### src/rtl/fir_input_feeder.sv
// Buffers source samples in a FIFO and issues one to the FIR filter per rising edge of ready_for_input.
// Issue is registered (one cycle after the rise, or one cycle after the push when armed empty); in_ready drops at full.
module fir_input_feeder #(
  parameter int WIDTH = 16,
  parameter int DEPTH = 8
) (
  input  logic                     clk,
  input  logic                     reset,
  input  logic [WIDTH-1:0]         in_data,
  input  logic                     in_valid,
  output logic                     in_ready,
  output logic [WIDTH-1:0]         FIR_input,
  output logic                     input_valid,
  input  logic                     ready_for_input,
  output logic [$clog2(DEPTH):0]   level
);

  localparam int AW = $clog2(DEPTH);
  localparam int LW = AW + 1;

  typedef enum logic [1:0] {IDLE, ARMED, ISSUE} state_t;

  state_t           state_q, state_d;
  logic [AW-1:0]    wr_ptr_q, wr_ptr_d;
  logic [AW-1:0]    rd_ptr_q, rd_ptr_d;
  logic [LW-1:0]    level_q, level_d;
  logic             rdy_q, rdy_d;
  logic [WIDTH-1:0] fir_input_q, fir_input_d;
  logic             input_valid_q, input_valid_d;
  logic [WIDTH-1:0] mem_q [DEPTH];

  logic push, pop, rise, credit;

  assign in_ready    = (level_q != LW'(DEPTH));
  assign level       = level_q;
  assign FIR_input   = fir_input_q;
  assign input_valid = input_valid_q;

  always_comb begin
    push   = in_valid && in_ready;
    rise   = ready_for_input && !rdy_q;
    credit = (state_q == ARMED);
    // A rise may issue in its own cycle; head is read from storage only, so no push bypass.
    pop    = (credit || rise) && (level_q != '0);

    rdy_d    = ready_for_input;
    wr_ptr_d = wr_ptr_q + AW'(push);
    rd_ptr_d = rd_ptr_q + AW'(pop);

    level_d = level_q;
    if (push && !pop)
      level_d = level_q + LW'(1);
    else if (pop && !push)
      level_d = level_q - LW'(1);

    fir_input_d   = pop ? mem_q[rd_ptr_q] : fir_input_q;
    input_valid_d = pop;

    // Clear wins over set: an issue consumes the credit even on the rise cycle.
    if (pop)
      state_d = ISSUE;
    else if (credit || rise)
      state_d = ARMED;
    else
      state_d = IDLE;
  end

  always_ff @(posedge clk or posedge reset) begin
    if (reset) begin
      state_q       <= IDLE;
      wr_ptr_q      <= '0;
      rd_ptr_q      <= '0;
      level_q       <= '0;
      rdy_q         <= 1'b0;
      fir_input_q   <= '0;
      input_valid_q <= 1'b0;
    end else begin
      state_q       <= state_d;
      wr_ptr_q      <= wr_ptr_d;
      rd_ptr_q      <= rd_ptr_d;
      level_q       <= level_d;
      rdy_q         <= rdy_d;
      fir_input_q   <= fir_input_d;
      input_valid_q <= input_valid_d;
    end
  end

  // Storage needs no reset; occupancy is tracked by the pointers and level.
  always_ff @(posedge clk) begin
    if (push)
      mem_q[wr_ptr_q] <= in_data;
  end

endmodule

### config.mk
export PLATFORM = sky130hd
export DESIGN_NAME = fir_input_feeder
export DESIGN_NICKNAME = d
export VERILOG_FILES = /design/src/rtl/fir_input_feeder.sv
export SDC_FILE = /design/constraint.sdc
export NUM_CORES = 1
export LEC_CHECK = 0
export ABC_AREA = 1
export CORE_MARGIN = 2
export CORE_UTILIZATION = 53
export DETAILED_ROUTE_END_ITERATION = 6
export GPL_TIMING_DRIVEN = 1
export PLACE_DENSITY = 0.72
export SLEW_MARGIN = 20
export SYNTH_ARGS = -nofsm -noshare
export SYNTH_HDL_FRONTEND = slang
export SYNTH_SLANG_ARGS = --single-unit
### constraint.sdc
create_clock -name clk -period 5.2 [get_ports clk]
set_clock_uncertainty 0.2 [all_clocks]
set_input_delay 1.56 -clock clk [delete_from_list [all_inputs] [get_ports clk]]
set_output_delay 1.56 -clock clk [all_outputs]
set_load 0.01 [all_outputs]
==> run metrics <==
outcome complete, no violations; Max Cap Viol 0; drt drc 0; final WL 14.0 mm; GRT Util Overall between 20% and 30%; H-tree depth 4; number of enable flip-flop cells after synthesis 128; Crit Path Max Fanout 18; Distinct cells, synth 23; worst-margin pin slew 0.951 ns; endpoints failing setup 0; Synth Area in Simple Gates 20.4%; critical-path cell list clkdlybuf4s50_1, nand2_1, o21ai_2, nand2_4, ha_1, inv_1, ha_1, or2_2, nand3_1, nand2_1, nand2_1, nand2_1; number of setup buffers added after CTS 0; Initial DRT Pass Iterations 7; post-synth top area share 57.4%; Avg Synthesized Cell Area 10.6 um2; cts-stage hold buffer count 0; Leakage 0.00348 uW; Synth Area in Adders 1.61%; reg2reg end FIR_input[14]; Final Wtd Congestion 0.782; WP data required 5.32 ns; Final HPWL DP 7.98 mm; complex-gate fraction of the synthesized area 0.206%; Post-synth ARST share 18.5%; P&R area growth vs syn 18.0%; Die Wd 116 um; worst min path class reg -> reg; CP startpoint kind input pin; core area 12500 um2; R2R Setup Slk 2.26 ns; CTS tree yes; Main synth FF type edfxtp_1; Rel. slew slack 36.6%; Final min period 3.54 ns; Setup WS pre-CTS between 1 and 1.5 ns; Final nets 708; maximum buffer depth of the clock tree 2; R2R cell count 8; Synth Instances 632; first-pass GRT wire length between 20 and 25 mm; post-route antenna net violation count 0; antenna cells 0; Synth Cell Area 6690 um2; Boundary Pins 42; xor/xnor cell area share of the yosys netlist less than 1%; delay-heaviest family, CP simple AND/OR/NAND/NOR gates; largest net degree at the start of global routing 67; most frequent cells after synthesis nand2_1, edfxtp_1, inv_1; Die Area between 10000 and 15000 um2; fmax around 0.28 GHz; Wirelength per Cell ~16 um; 1st-iter DRT viols 376; final hold violations 0; Vias/cell 5.08; Crit path depth 12; GR Overflow Total 0; CTS resizes 0; Yosys top cell by area edfxtp_1; Syn. warnings 0; layout cells sized above 1 7.79%; Worst Setup EP level[3]; worst-skew pair later-pin latency 0.42 ns; syn_nets 660; #FFs+latches synth between 150 and 200; vias in the first global route approximately 4300; Core Util, Final 63.4%; register area share after synthesis roughly 68%; Initial Utilization a little over half; top cells by area, synth edfxtp_1, nand2_1, dfrtp_1, nand3_1, inv_1; CTS Buf Count 17; initial antenna violation count 0; buffers plus inverters on the worst setup path 2; final worst path period share about two thirds; fillers 985; VDD IR-drop max 0.235 mV; RSZ-0062 raised after global routing false; Clock Tree Root clkbuf_16; die height 116 um; critical path endpoint category flop; Worst Slack Setup Final 1.66 ns; # rows 41; setup_tns 0 ns; PwrDens 575 nW/um2; Worst setup startpoint ready_for_input; hold_sp FIR_input[1]; max-slew violations 0; I/O Buffers 41; Data arrival, critical path around 3.7 ns; post-synthesis mux area share 0%; CP dominant cell by count nand2_1; vias post-DR around 4400; RR Startpoint rd_ptr_q[0]; largest family of logic cells by synthesized area simple AND/OR/NAND/NOR gates; max incr delay on CP 0.48 ns; count leader, synth nand2_1; Clock transition at path regs roughly 0.06 ns; slowest CP cell clkdlybuf4s50_1; Crit Path Class in -> reg; Clock Sinks 157
## sequential cells by signal, indices dropped and copies added (netlist names)
register	count
FIR_input	16
input_valid	1
level	4
mem_q	128
rd_ptr_q	3
rdy_q	1
state_q	1
wr_ptr_q	3
## worst min-delay path by stage
stage | to | cells after the start
3_5_place_dp | FIR_input[2] | 2
6_report | FIR_input[1] | 2
4_1_cts | FIR_input[2] | 2
5_1_grt | FIR_input[10] | 2
3_3_place_gp | FIR_input[11] | 2
2_1_floorplan | rd_ptr_q[1] | 1
## metal layers
metal | vias up | GRT usage [%] | routed length, um
met2 | 165 | 36.4 | 6770
li1 | 2118 | - | -
met5 | - | 0 | 0
met4 | 0 | 10.2 | 308
met3 | 26 | 4.98 | 1010
met1 | 2083 | 29.4 | 5930
## logic make-up (layout without fill, tap and decap cells)
group | after synthesis | after routing
compound gates | 2 | 2
xor+xnor | 5 | 5
fa+ha+maj | 8 | 8
buf+inv | 135 | 196
flops | 157 | 157
simple gates | 325 | 325
## through the flow
stage                     power [uW]  cells  cell area [um2]  hold slack, ns
after floorplan                 2730    632             6690           0.273
after global placement          3130    833             7240           0.268
after detailed placement        3180    833             7240           0.272
after CTS                       4560    865             7900           0.289
after global routing            4810    865             7900           0.314
final                           4540    865             7900           0.287
## worst min-delay path: stages, from the launching register on
cell	delay, ns
dfrtp_1	0.34
nand2_1	0.06
nand2_1	0.06
## layout make-up
class,count,area (um2),share of cell area [%]
sequential,157,4570,57.9
multi-input combinational,340,1530,19.3
timing repair buffer,54,508,6.43
clock buffer,17,425,5.38
inverter,110,417,5.27
clock inverter,15,236,2.99
tap,172,215,2.72
## cell usage in the layout, fill, tap and decap left out
| cell type | instances |
|---|---|
| and2_1 | 1 |
| buf_4 | 13 |
| bufinv_16 | 5 |
| clkbuf_16 | 17 |
| clkdlybuf4s50_1 | 41 |
| clkinv_2 | 1 |
| clkinv_4 | 3 |
| clkinvlp_4 | 3 |
| dfrtp_1 | 28 |
| dfrtp_2 | 1 |
| edfxtp_1 | 128 |
| fa_1 | 1 |
| ha_1 | 7 |
| inv_1 | 107 |
| inv_2 | 1 |
| inv_4 | 1 |
| inv_6 | 3 |
| inv_8 | 1 |
| nand2_1 | 211 |
| nand2_2 | 1 |
| nand2_4 | 1 |
| nand3_1 | 97 |
| nand3b_1 | 1 |
| nor2_1 | 11 |
| nor2_2 | 1 |
| o21ai_0 | 1 |
| o21ai_2 | 1 |
| or2_2 | 1 |
| xnor2_1 | 2 |
| xor2_1 | 3 |
## power by group
part,switching (uW),internal [uW]
clock,507,861
combinational,893,505
sequential,150,1630
total,1550,2990
Note: power is estimated with default switching activity, not from simulation.
==> variant 1: new RTL, config.mk and constraints unchanged <==
Change the parameter `DEPTH` from 8 to 16.
--- a/src/rtl/fir_input_feeder.sv
+++ b/src/rtl/fir_input_feeder.sv
@@ -4,3 +4,3 @@
   parameter int WIDTH = 16,
-  parameter int DEPTH = 8
+  parameter int DEPTH = 16
 ) (
Interface: changed (resized level); port bits go from 42 to 43. The function was not compared with the original's and may differ.
==> variant 1 against the unedited design <==
Global-route usage rose by 0.73 points. Combinational power rose by 80%. Cell area grew 79%. Sequential cell count up 131. Cell count rose by 83%. Die area up 82%. Routed wire length increased by 99%. Via count up 88%. Critical path depth is 9 lower. Worst setup slack lost 0.28 ns. Power up 66%. Synthesized area increased by 86%. Sequential share of layout area increased by 2.3 points. Highest routed layer unchanged.
==> variant 1: results (changes against the unedited design) <==
[status]
outcome=completed

[logic_synthesis]
seq_area_frac_synth=0.6830  ; about the same
yosysUniqueCellTypes=29  ; +26%
synth_area_leaders=edfxtp_1 62%, nand2_1 12%, nand3_1 7.9%
syn_inst=1199  ; +90%
synthArstFlopShare=0.1111  ; -0.07360
synth_commonest_cells=399 x nand2_1, 256 x edfxtp_1, 208 x inv_1
synth_edf_count=256  ; +100%
synth_xor_xnor_area_share=0.003524  ; -0.003018
synth_compound_area_frac=0.004832  ; +0.002776
synth_adder_area_share=0.01067  ; -0.005403

[place]
pre_cts_slack_ns=0.8975  ; -0.3525 ns
portBuffers=42  ; +2.4%
place_area_um2=13230  ; +83%
dp_cells=1528  ; +83%
dp_hpwl_mm=17.09  ; +110%
place_congestion=0.9021  ; +15%

[routing]
first_pass_iters=5  ; -2
drtIter0Drc=989  ; +160%
avgRoutedWirePerCell_um=17.67  ; +9.0%
drt-total-wl_mm=27.94  ; +99%
viasPerCell=5.233  ; +3.1%

[power_and_ir_drop]
power_density_nw_per_um2=536.0  ; -6.8%
p_clk_w=0.00194  ; +42%
ir_drop_v=0.0003445  ; +46%
p_leak_nw=6.061  ; +74%
powerComb_w=0.00252  ; +80%
swShare=0.3704  ; +0.02911

[clocking]
cts_buffers=29  ; +12
cts_root_buffer=clkbuf_16
cts.path.max_buffers=3  ; +1
post_cts_buffers=0  ; unchanged
clk_latency_ns=0.55  ; +0.13 ns
h-tree-depth=1  ; -3
ctsResizeCount=0  ; unchanged

[min_path]
hold_path_end=FIR_input[4]
hold_path_depth=2  ; unchanged
min-delay-start=FIR_input[4]

[worst_setup_path]
rr_worst_depth=9  ; +1
crit_path_end=in_ready
reg2reg_slack_ns=1.65  ; -0.61 ns
reg2reg_to=FIR_input[15]
path_max_fanout=5  ; -13
cpPeakStageDelay_ns=0.53  ; +0.05 ns
setup.worst_path.start=level[0]
crit_arrival_ns=2.06  ; -1.60 ns

[sta]
timing.final.ws_setup_ns=1.382  ; -0.2794 ns
hold_ws_ns=0.2868  ; -0.0001170 ns
max_slew.worst_pin.slew_ns=1.037  ; +0.08599 ns

[global_routing]
antenna_found_initial=0  ; unchanged
grt_max_degree=68  ; +1.5%
grt_pass1_vias=7650  ; +76%
grt_usage=0.2324  ; +0.007262
grt_pass1_wl_mm=43.31  ; +95%

[final_layout]
nNetsFinal=1270  ; +79%
antenna_cells=0  ; unchanged
fill_cells=1881  ; +91%
drive_above_1_share=0.06656  ; -0.01136
largest_reg_flops=256  ; +100%

[variant 1: changes by cell type in the layout (fill, tap and decap cells not counted), moves of 7 or more]
cell,unedited run,this run
clkinv_1,0,15
nor3_2,0,16
buf_4,13,21
nor2_1,11,4
inv_1,107,207
nand3_1,97,195
edfxtp_1,128,256
clkbuf_16,17,29
nand2_1,211,399
[variant 1: worst max-delay path, delay by kind of cell, from the launching register on]
kind / cells / cell delay [ns]
flops: 1 / 0.46
buf+inv: 1 / 0.53
simple gates: 2 / 0.53
[variant 1: final cells by class]
class                   count  area [um2]  area share
repair buffers             64       598.1     0.04239
flip-flops and latches    288        8493      0.6019
inverters                 212       804.5     0.05702
clock buffers              33       740.7     0.05250
clock inverters            20       137.6    0.009754
well taps                 319       399.1     0.02829
multi-input cells         645        2937      0.2081
[variant 1: per-layer routing]
layer,vias to the layer above,part of all wire,global-route usage
met5,-,0,0
met4,0,0.020,0.05974
met3,40,0.086,0.03442
met2,360,0.45,0.3580
met1,3927,0.44,0.3505
li1,3947,-,-
==> variant 2: new RTL, same settings <==
Made on the original files. Put one more register stage on the output `level`. The value now appears one clock later. The other outputs are not delayed to match.
--- a/src/rtl/fir_input_feeder.sv
+++ b/src/rtl/fir_input_feeder.sv
@@ -34,3 +34,5 @@
   assign in_ready    = (level_q != LW'(DEPTH));
-  assign level       = level_q;
+  always_ff @(posedge clk) begin
+    level <= level_q;
+  end
   assign FIR_input   = fir_input_q;
Behaviour: not the same (a bounded check fails within 4 cycles, from zero or initial values and one cycle with reset high).
==> variant 2 against the unedited design <==
Largest cell class unchanged. Sequential cell count grew 4. Sequential power increased by 2%. Synthesized area up 1.2%. Critical path type unchanged. Clock power fell by 9%. Via count decreased by 2.0%. Cell area unchanged. Worst setup slack improved by 0.031 ns. Core utilization shrank 0.52 points. Die area up 1.2%. Routed wire length down 2.1%. Sequential share of layout area grew 1.0 points. Highest routed layer unchanged. Global-route usage shrank 0.39 points. Register-to-register slack better by 0.04 ns. Power fell by 2.0%.
==> variant 2: results (changes against the unedited design) <==
[place]
place_congestion=0.8390  ; +7.3%
dp_hpwl_mm=7.601  ; -4.7%
portBuffers=41  ; unchanged

[sta]
setup_viol=0  ; unchanged

[logic_synthesis]
synth_fp_nets=664  ; +0.61%
synth_area_leaders=edfxtp_1 57%, nand2_1 12%, dfrtp_1 11%
synth_xor_xnor_area_share=0.006465  ; -0.00007733
synth_compound_area_frac=0.002032  ; -0.00002431
synth_ff_type=edfxtp_1
synth_edf_count=128  ; unchanged
seq_area_frac_synth=0.6864  ; +0.003752
synthArstFlopShare=0.1801  ; -0.004589
synth_adder_area_share=0.01588  ; -0.0001900

[routing]
drtIter0Drc=330  ; -12%
wl_met3_um=746  ; -26%
first_pass_iters=5  ; -2
avgRoutedWirePerCell_um=15.84  ; -2.4%
drt-met1-wl_mm=5.662  ; -4.6%
wl_met2_mm=7.004  ; +3.4%

[run]
maxCapViolCount=0  ; unchanged

[global_routing]
grt_usage=0.2213  ; -0.003856
grt_pass1_wl_mm=21.98  ; -1.3%

[min_path]
hold_path_depth=0  ; -2
worst_hold_path_type=reg2reg

[final_layout]
nNetsFinal=710  ; +0.28%
final_cell_count_no_fill=867  ; +0.23%
drive_above_1_share=0.07050  ; -0.007418
fill_cells=984  ; -0.10%

[power_and_ir_drop]
p_sw_w=0.001505  ; -2.9%
ir_drop_v=0.0002479  ; +5.4%
p_leak_nw=3.478  ; about the same

[worst_setup_path]
reg2reg_slack_ns=2.30  ; +0.04 ns
crit_path_end=level_q[3]
crit_arrival_ns=3.63  ; -0.03 ns

[status]
outcome=completed

variant 2: cell types whose count changed after synthesis:
cell	before	now
dfxtp_1	0	4
variant 2: cell families after synthesis:
kind of cell | after synthesis
simple gates | 325
compound gates | 2
fa+ha+maj | 8
flops | 161
xor+xnor | 5
buf+inv | 135
variant 2: final cells by class:
class	instances	share of cell area
sequential	161	0.5887
multi-input combinational	340	0.1934
timing repair buffer	52	0.06240
clock buffer	20	0.05781
inverter	110	0.05274
tap	172	0.02724
clock inverter	12	0.01774
variant 2: metal layers:
metal | GRT usage | vias to the layer above
li1 | - | 2126
met1 | 0.2805 | 2023
met2 | 0.3688 | 127
met3 | 0.04274 | 29
met4 | 0.1075 | 0
met5 | 0 | -
variant 2: worst min path at each step:
| stage | startpoint | slack [ns] | end |
|---|---|---|---|
| finish | level_q[2] | 0.28 | level[2] |
| global route | level_q[2] | 0.29 | level[2] |
| CTS | level_q[2] | 0.27 | level[2] |
| detailed placement | level_q[2] | 0.25 | level[2] |
| global placement | level_q[2] | 0.24 | level[2] |
| floorplan | level_q[2] | 0.21 | level[2] |
variant 2: power groups by stage:
stage | clock, W | sequential (W) | combinational, W
5_1_grt | 0.00131 | 0.00185 | 0.00156
4_1_cts | 0.00126 | 0.00182 | 0.00139
3_5_place_dp | 0 | 0.00184 | 0.00138
2_1_floorplan | 0 | 0.00183 | 0.000952
3_3_place_gp | 0 | 0.00184 | 0.00133
6_report | 0.00125 | 0.00182 | 0.00138
variant 2: metrics by stage:
step	util	cell area (um2)	setup slack [ns]
after floorplan	-	6774	1.880
after global placement	0.5810	7302	1.366
after detailed placement	0.5810	7302	1.255
after CTS	0.6285	7899	1.702
after global routing	0.6286	7900	1.537
final	0.6286	7900	1.692
